## src/rtl/id_ex_skid_reg.sv

```systemverilog
// ID/EX pipeline register with a 2-entry skid buffer, valid/ready handshake and flush.
// Optional stall/bubble performance counter is enabled with `define ID_EX_BUBBLE_CNT_EN.
module id_ex_skid_reg #(
  parameter int DATA_W  = 32,
  parameter int RADDR_W = 5,
  parameter int CTRL_W  = 8
) (
  input  logic               clk,
  input  logic               rst_n,
  input  logic               flush_i,
  input  logic               id_valid_i,
  output logic               id_ready_o,
  input  logic [DATA_W-1:0]  id_pc_i,
  input  logic [DATA_W-1:0]  id_imm_i,
  input  logic [DATA_W-1:0]  id_rs1_data_i,
  input  logic [DATA_W-1:0]  id_rs2_data_i,
  input  logic [RADDR_W-1:0] id_rd_addr_i,
  input  logic [CTRL_W-1:0]  id_ctrl_i,
  output logic               ex_valid_o,
  input  logic               ex_ready_i,
  output logic [DATA_W-1:0]  ex_pc_o,
  output logic [DATA_W-1:0]  ex_imm_o,
  output logic [DATA_W-1:0]  ex_rs1_data_o,
  output logic [DATA_W-1:0]  ex_rs2_data_o,
  output logic [RADDR_W-1:0] ex_rd_addr_o,
  output logic [CTRL_W-1:0]  ex_ctrl_o
`ifdef ID_EX_BUBBLE_CNT_EN
  ,
  output logic [31:0]        perf_bubble_cnt_o
`endif
);

  localparam int BUNDLE_W = 4 * DATA_W + RADDR_W + CTRL_W;

  typedef enum logic [1:0] {
    EMPTY = 2'd0,
    ONE   = 2'd1,
    FULL  = 2'd2
  } state_t;

  state_t state_q, state_d;

  logic [BUNDLE_W-1:0] main_q, skid_q, in_bundle;
  logic accept, consume;
  logic load_main_in, load_main_skid, load_skid;

  assign in_bundle = {id_pc_i, id_imm_i, id_rs1_data_i, id_rs2_data_i, id_rd_addr_i, id_ctrl_i};

  // Ready depends only on the state register, so ex_ready_i never reaches id_ready_o.
  assign id_ready_o = (state_q != FULL);
  assign ex_valid_o = (state_q != EMPTY);
  assign accept     = id_valid_i & id_ready_o;
  assign consume    = ex_valid_o & ex_ready_i;

  assign {ex_pc_o, ex_imm_o, ex_rs1_data_o, ex_rs2_data_o, ex_rd_addr_o, ex_ctrl_o} = main_q;

  always_comb begin
    state_d        = state_q;
    load_main_in   = 1'b0;
    load_main_skid = 1'b0;
    load_skid      = 1'b0;
    if (flush_i) begin
      state_d = EMPTY;
    end else begin
      case (state_q)
        EMPTY: begin
          if (accept) begin
            state_d      = ONE;
            load_main_in = 1'b1;
          end
        end
        ONE: begin
          case ({accept, consume})
            2'b11: load_main_in = 1'b1;
            2'b10: begin
              state_d   = FULL;
              load_skid = 1'b1;
            end
            2'b01: state_d = EMPTY;
            default: state_d = ONE;
          endcase
        end
        FULL: begin
          if (consume) begin
            state_d        = ONE;
            load_main_skid = 1'b1;
          end
        end
        default: state_d = EMPTY;
      endcase
    end
  end

  always_ff @(posedge clk) begin
    if (!rst_n) state_q <= EMPTY;
    else        state_q <= state_d;
  end

  // Data registers keep their contents across a flush; only the state marks them invalid.
  always_ff @(posedge clk) begin
    if (!rst_n) begin
      main_q <= '0;
      skid_q <= '0;
    end else begin
      if (load_main_in)        main_q <= in_bundle;
      else if (load_main_skid) main_q <= skid_q;
      if (load_skid)           skid_q <= in_bundle;
    end
  end

`ifdef ID_EX_BUBBLE_CNT_EN
  logic [31:0] bubble_cnt_q;

  always_ff @(posedge clk) begin
    if (!rst_n)
      bubble_cnt_q <= '0;
    else if (ex_ready_i && !ex_valid_o && (bubble_cnt_q != 32'hFFFF_FFFF))
      bubble_cnt_q <= bubble_cnt_q + 32'd1;
  end

  assign perf_bubble_cnt_o = bubble_cnt_q;
`endif

endmodule
```

## config.mk

```make
export PLATFORM = sky130hd
export DESIGN_NAME = id_ex_skid_reg
export DESIGN_NICKNAME = d
export VERILOG_FILES = /design/src/rtl/id_ex_skid_reg.sv
export SDC_FILE = /design/constraint.sdc
export NUM_CORES = 1
export LEC_CHECK = 0
export BUFFER_PORTS_ARGS = -buffer_cell sky130_fd_sc_hd__buf_2
export CORE_ASPECT_RATIO = 2
export CORE_MARGIN = 3
export CORE_UTILIZATION = 35
export DETAILED_ROUTE_END_ITERATION = 10
export PLACE_DENSITY_LB_ADDON = 0.2
export SYNTH_ARGS = -nofsm -noshare
export SYNTH_HDL_FRONTEND = slang
export SYNTH_SLANG_ARGS = --single-unit
```

## constraint.sdc

```tcl
create_clock -name clk -period 2.9 [get_ports clk]
set_input_delay 0.29 -clock clk [delete_from_list [all_inputs] [get_ports clk]]
set_output_delay 0.29 -clock clk [all_outputs]
set_load 0.005 [all_outputs]
```

==> flow_metrics.tcl, run 1 <==
set metrics [dict create \
    skew_ps 8.05 \
    final_layout_size_suffix_gt1_frac 0.215 \
    hp-start "ex_ready_i" \
    fin_nets 1783 \
    crit_start "state_q[1]" \
    grtUsageTotal 0.209 \
    worstPathMaxFanout 45 \
    post_cts_resized 0 \
    yosys_most_used_dff "dfxtp_1" \
    synth.area.mux_share 0.00310 \
    grt_max_degree 142 \
    reg2reg_slack_ps 480 \
    synthCells 1313 \
    slew_violations 0 \
    synth_simple_gate_area_frac 0.0962 \
    cts_sinks 284 \
    path_cells "or2_2 -> and2_1 -> inv_1 -> ha_1 -> nand4bb_4 -> buf_12 -> nand2_1 -> a21boi_1" \
    multi_input_area_um2 5710 \
    initial_utilization 0.358 \
    grt_pass1_vias 11609 \
    routed_wirelength_um 40400 \
    wire_per_inst_um 19.3 \
    place_hpwl_um 23000 \
    power_density_nw_per_um2 537 \
    ys.warnings.count 0 \
    synth-edff-count 0 \
    endpoint "skid_q[57]" \
    synth_cell_types 25 \
    synth-seq-area-share 0.469 \
    place_congestion 0.766 \
    placementRows 95 \
    syn_to_final_growth_pct 32.2 \
    p_total_w 0.00860 \
    clockBufferDepth 3 \
    synthArstFlopShare 0 \
    p_clk_frac 0.409 \
    drtIter0Drc 652 \
    drtPass1Iterations 5 \
    cts_htree_levels 1 \
    synth_fp_nets 1461 \
    vdd_drop_max_v 0.000464 \
    vias_per_cell 5.56 \
    path_buf_inv 2 \
    grt_pass1_wl_um 63500 \
    die_y_um 269 \
    p_sw_w 0.00210 \
    synth_top_family_by_area "compound AO/OA/AOI/OAI gates" \
    slowest_stage "dfxtp_1" \
    io_buffer_count 288 \
    max_clock_freq_ghz 0.413 \
    cts_tree "yes" \
    synth_compound_area_frac 0.366 \
    power_frac_comb 0.115 \
    seq_power_share 0.476 \
    die_w_um 138 \
    p_int_w 0.00650 \
    synth_seq_cells 284 \
    hold_buffers 141 \
    timing.final.hold_violations 0 \
    cts_root_buf "clkbuf_16" \
    rsz0062_at_grt "false" \
    drc_errors 0 \
    min_path_type "input pin to flop" \
    worstSetupStartpointType "flop" \
    dieArea_um2 37000 \
    endpoint_kind "flop" \
    p_leak_nw 5.93 \
    synth_area_um2 12100 \
    slowest_delay_ps 460 \
    vias 11630 \
    required_ps 3320 \
    cts.clk_slew.worst_paths_ps 70 \
    tightest_slew_ps 789 \
    yosys.area_share.xor_xnor 0 \
    fin_crit_sh 0.835 \
    post-route-min-period_ps 2420 \
    cts_setup_buffers 0 \
    status "finished clean" \
    slew_headroom 0.474 \
    crit_cells 8 \
    drtAntennaViolNets 0 \
    seqCellArea_um2 5690 \
    finalSetupTns_ps 0 \
    r2r_end "skid_q[57]" \
    coreArea_um2 33900 \
    clock_latency_ps 540 \
    critical-path-top-delay-family "simple AND/OR/NAND/NOR gates" \
    worstRegToRegCells 8 \
    cts_buffers 27 \
    crit_arrival_ps 2840 \
    antenna_found_initial 5 \
    p_sw_frac 0.244 \
    max-cap-violations 0 \
    avgSynthCellArea_um2 9.23 \
    utilization 0.473 \
    yosys.area_share.adder 0.00206 \
    nFillCells 3254 \
    worstReg2RegStart "state_q[1]" \
    ios 289 \
    overflow 0 \
    critPathKind "flop to flop" \
    setup_viol 0 \
]
[cell usage in the layout (no fill, tap or decap), types with 2 or more instances in the layout]
cell type      instances
buf_2                287
nand2_1              284
dfxtp_1              284
a21boi_1             282
a32oi_1              141
o211ai_1             141
dlygate4sd3_1        141
clkbuf_16             27
buf_12                15
clkbuf_1              11
buf_4                  7
diode_2                4
clkbuf_8               4
inv_1                  3
and2_1                 2
nand2b_1               2
and4bb_4               2
nand4bb_4              2
ha_1                   2
clkinv_2               2
bufinv_16              2
[layout make-up]
| class | instances | share of cell area |
|---|---|---|
| repair buffers | 451 | 0.200 |
| clock inverters | 5 | 0.00492 |
| flip-flops and latches | 284 | 0.355 |
| inverters | 3 | 0.000703 |
| clock buffers | 42 | 0.0482 |
| well taps | 436 | 0.0340 |
| diodes | 4 | 0.000625 |
| multi-input cells | 868 | 0.356 |
[cell usage after synthesis, types with 3 or more instances]
cell type | number | area [µm²]
buf_2 | 66 | 330
o211ai_1 | 141 | 1060
nand2_1 | 284 | 1070
a32oi_1 | 141 | 1230
inv_1 | 3 | 11.3
buf_6 | 5 | 56.3
dfxtp_1 | 284 | 5690
buf_4 | 12 | 90.1
a21boi_1 | 282 | 2120
clkbuf_1 | 75 | 282
[per-stage QoR]
stage	area, µm²	worst slack (ps)	cells	hold WS (ps)
5_1_grt	16000	279	2093	82.3
4_1_cts	16000	427	2089	50.2
6_report	16000	477	2093	89.8
3_5_place_dp	13800	454	1901	444
2_1_floorplan	12100	817	1313	425
3_3_place_gp	13800	521	1901	439
[sequential cells by signal (all words and copies together), names as in the netlist]
register	count
main_q	141
skid_q	141
state_q	2
[power groups by stage]
stage | logic [W] | clock network (W) | registers (W)
4_1_cts | 0.000998 | 0.00364 | 0.00409
2_1_floorplan | 0.000446 | 0 | 0.00417
3_3_place_gp | 0.000836 | 0 | 0.00417
6_report | 0.000991 | 0.00352 | 0.00409
3_5_place_dp | 0.000844 | 0 | 0.00418
5_1_grt | 0.00108 | 0.00376 | 0.00410
[tightest hold or removal path, stage by stage]
cell and delay [ps]:
buf_2 140, nand2_1 70, a221oi_1 70
[worst min-delay path by stage]
stage	to	slack [ps]	cells past startpoint
finish	state_q[0]	90	3
global placement	skid_q[38]	440	2
global route	state_q[0]	80	3
CTS	state_q[0]	50	3
floorplan	skid_q[0]	420	2
detailed placement	skid_q[87]	440	2
[metal layers]
layer  global-route usage  vias to the layer above  part of all wire
li1                     -                     5488                 -
met2                0.376                      382              0.52
met5                    0                        -           0.00017
met3               0.0360                       69             0.061
met4               0.0686                        2             0.029
met1                0.247                     5689              0.39
[cells by family (layout without fill, tap and decap cells)]
family          count (synthesis)  in the layout
compound gates                568            568
other cells                     0              4
mux                             2              2
simple gates                  296            296
fa+ha+maj                       2              2
flops                         284            284
buf+inv                       161            501
No activity file was read; power rests on OpenSTA's default activity.
==> inputs of run 2 (changes only) <==
clock period = 2.4 ns   (was 2.9 ns; I/O delays follow)
==> run 2 against run 1 <==
  * Utilization up 0.66 points
  * Non-clock buffer count increased by 17
  * Maximum frequency rose by 5.9%
  * Clock skew increased by 4.2 ps
  * Power increased by 22%
  * Die area did not move
  * Critical path type unchanged
  * Largest power group unchanged
  * Highest routed layer unchanged
==> flow_metrics.tcl, run 2 (synthesis results as in run 1) <==
set metrics [dict create \
    status "finished clean" \
    coreArea_um2 33900 \
    r2r_end "main_q[56]" \
    setup_viol 0 \
    overflow 0 \
    slowest_stage "mux2_4" \
    cts_sinks 284 \
    reg_top3 "main_q (141), skid_q (141), state_q (2)" \
    layout_common_cells "287 x buf_2, 284 x nand2_1, 284 x dfxtp_1" \
    cts_setup_buffers 0 \
    drtIter0Drc 666 \
    critical-path-top-delay-family "multiplexers" \
    io_buffer_count 288 \
    path_cells "buf_4 -> nand2b_1 -> and2_1 -> ha_1 -> mux2_4 -> buf_12 -> a32oi_1 -> a21boi_1" \
    ios 289 \
    utilization 0.480 \
    place_congestion 0.752 \
    finalSetupTns_ps 0 \
    antenna_found_initial 3 \
    worstSetupStartpointType "flop" \
    slew_violations 0 \
    place_hpwl_um 24100 \
    timing.final.hold_violations 0 \
    drc_errors 0 \
    routed_wirelength_um 40600 \
    drtAntennaViolNets 0 \
    grt_max_degree 91 \
    tightest_slew_ps 608 \
    clockBufferDepth 3 \
    cts.clk_slew.worst_paths_ps 60 \
    crit_start "state_q[0]" \
    max-cap-violations 0 \
    endpoint "main_q[56]" \
    top_usage_layer "met2" \
    cts_root_buf "clkbuf_16" \
    die_y_um 269 \
    final_common_cell "buf_2" \
    min_path_type "input pin to flop" \
    grt_use_met2 0.368 \
    fin_crit_sh 0.954 \
    post-route-min-period_ps 2290 \
    worstPathMaxFanout 42 \
    p_leak_nw 6.05 \
    endpoint_kind "flop" \
    clock_latency_ps 540 \
    slew_headroom 0.595 \
    vias 11627 \
    max_clock_freq_ghz 0.437 \
    cts_tree "yes" \
    critPathKind "flop to flop" \
    final_layout_size_suffix_gt1_frac 0.225 \
    grtUsageTotal 0.211 \
    grt_pass1_vias 11587 \
    vias_per_cell 5.52 \
    wire_per_inst_um 19.2 \
    syn_to_final_growth_pct 34.0 \
    slowest_delay_ps 420 \
    crit_cells 8 \
    placementRows 95 \
    drtPass1Iterations 5 \
    initial_utilization 0.358 \
    required_ps 2820 \
    met1_usage 0.254 \
    power_density_nw_per_um2 643 \
    path_buf_inv 2 \
    met3_usage 0.0409 \
    skew_ps 12.2 \
    dieArea_um2 37000 \
    cts_htree_levels 1 \
    vdd_drop_max_v 0.000473 \
    reg2reg_slack_ps 110 \
    worstRegToRegCells 8 \
    grt_pass1_wl_um 63800 \
    fin_nets 1800 \
    worstReg2RegStart "state_q[0]" \
    rsz0062_at_grt "false" \
    die_w_um 138 \
    cts_buffers 27 \
    crit_arrival_ps 2710 \
]
[run 2: worst min-delay path by stage]
stage / to / depth (start not counted) / start
floorplan: skid_q[0] / 2 / id_ctrl_i[0]
global placement: skid_q[44] / 2 / skid_q[44]
detailed placement: skid_q[123] / 2 / skid_q[123]
CTS: state_q[0] / 3 / ex_ready_i
global route: state_q[0] / 3 / ex_ready_i
finish: state_q[0] / 3 / ex_ready_i
[run 2: power breakdown]
part / switching [W] / total [W] / internal (W)
clock network: 0.00185 / 0.00427 / 0.00242
registers: 0.0000795 / 0.00494 / 0.00486
logic: 0.000631 / 0.00124 / 0.000609
total: 0.00256 / 0.0104 / 0.00789
[run 2: layout make-up]
class / count / area [µm²]
Fill cell: 3248 / 17600
Clock buffer: 43 / 816
Multi-Input combinational cell: 868 / 5710
Clock inverter: 4 / 48.8
Inverter: 3 / 11.3
Timing Repair Buffer: 468 / 3430
Sequential cell: 284 / 5690
Tap cell: 436 / 546
Antenna cell: 2 / 5.00
[run 2: per-stage QoR]
stage | total power [W] | worst slack [ps] | instances | hold slack, ps | area [µm²]
2_1_floorplan | 0.00558 | 317 | 1313 | 375 | 12100
3_3_place_gp | 0.00609 | 208 | 1918 | 439 | 14000
3_5_place_dp | 0.00610 | 174 | 1918 | 444 | 14000
4_1_cts | 0.0106 | 161 | 2106 | 16.9 | 16200
5_1_grt | 0.0109 | 49.3 | 2108 | 61.9 | 16200
6_report | 0.0104 | 111 | 2108 | 49.7 | 16200
[run 2: repair_timing]
action                                 CTS  global route
gates resized for setup                  0             0
hold buffers                           141             0
endpoints found under the hold margin  244             0
[run 2: routing by layer]
layer | vias up | wire length, µm
met2 | 401 | 20500
met3 | 67 | 2770
met1 | 5640 | 16000
met5 | - | 7
li1 | 5517 | -
met4 | 2 | 1290
[run 2: worst min-delay path, stage by stage]
cell      delay, ps
buf_2           150
nand2_1          70
a221oi_1         70
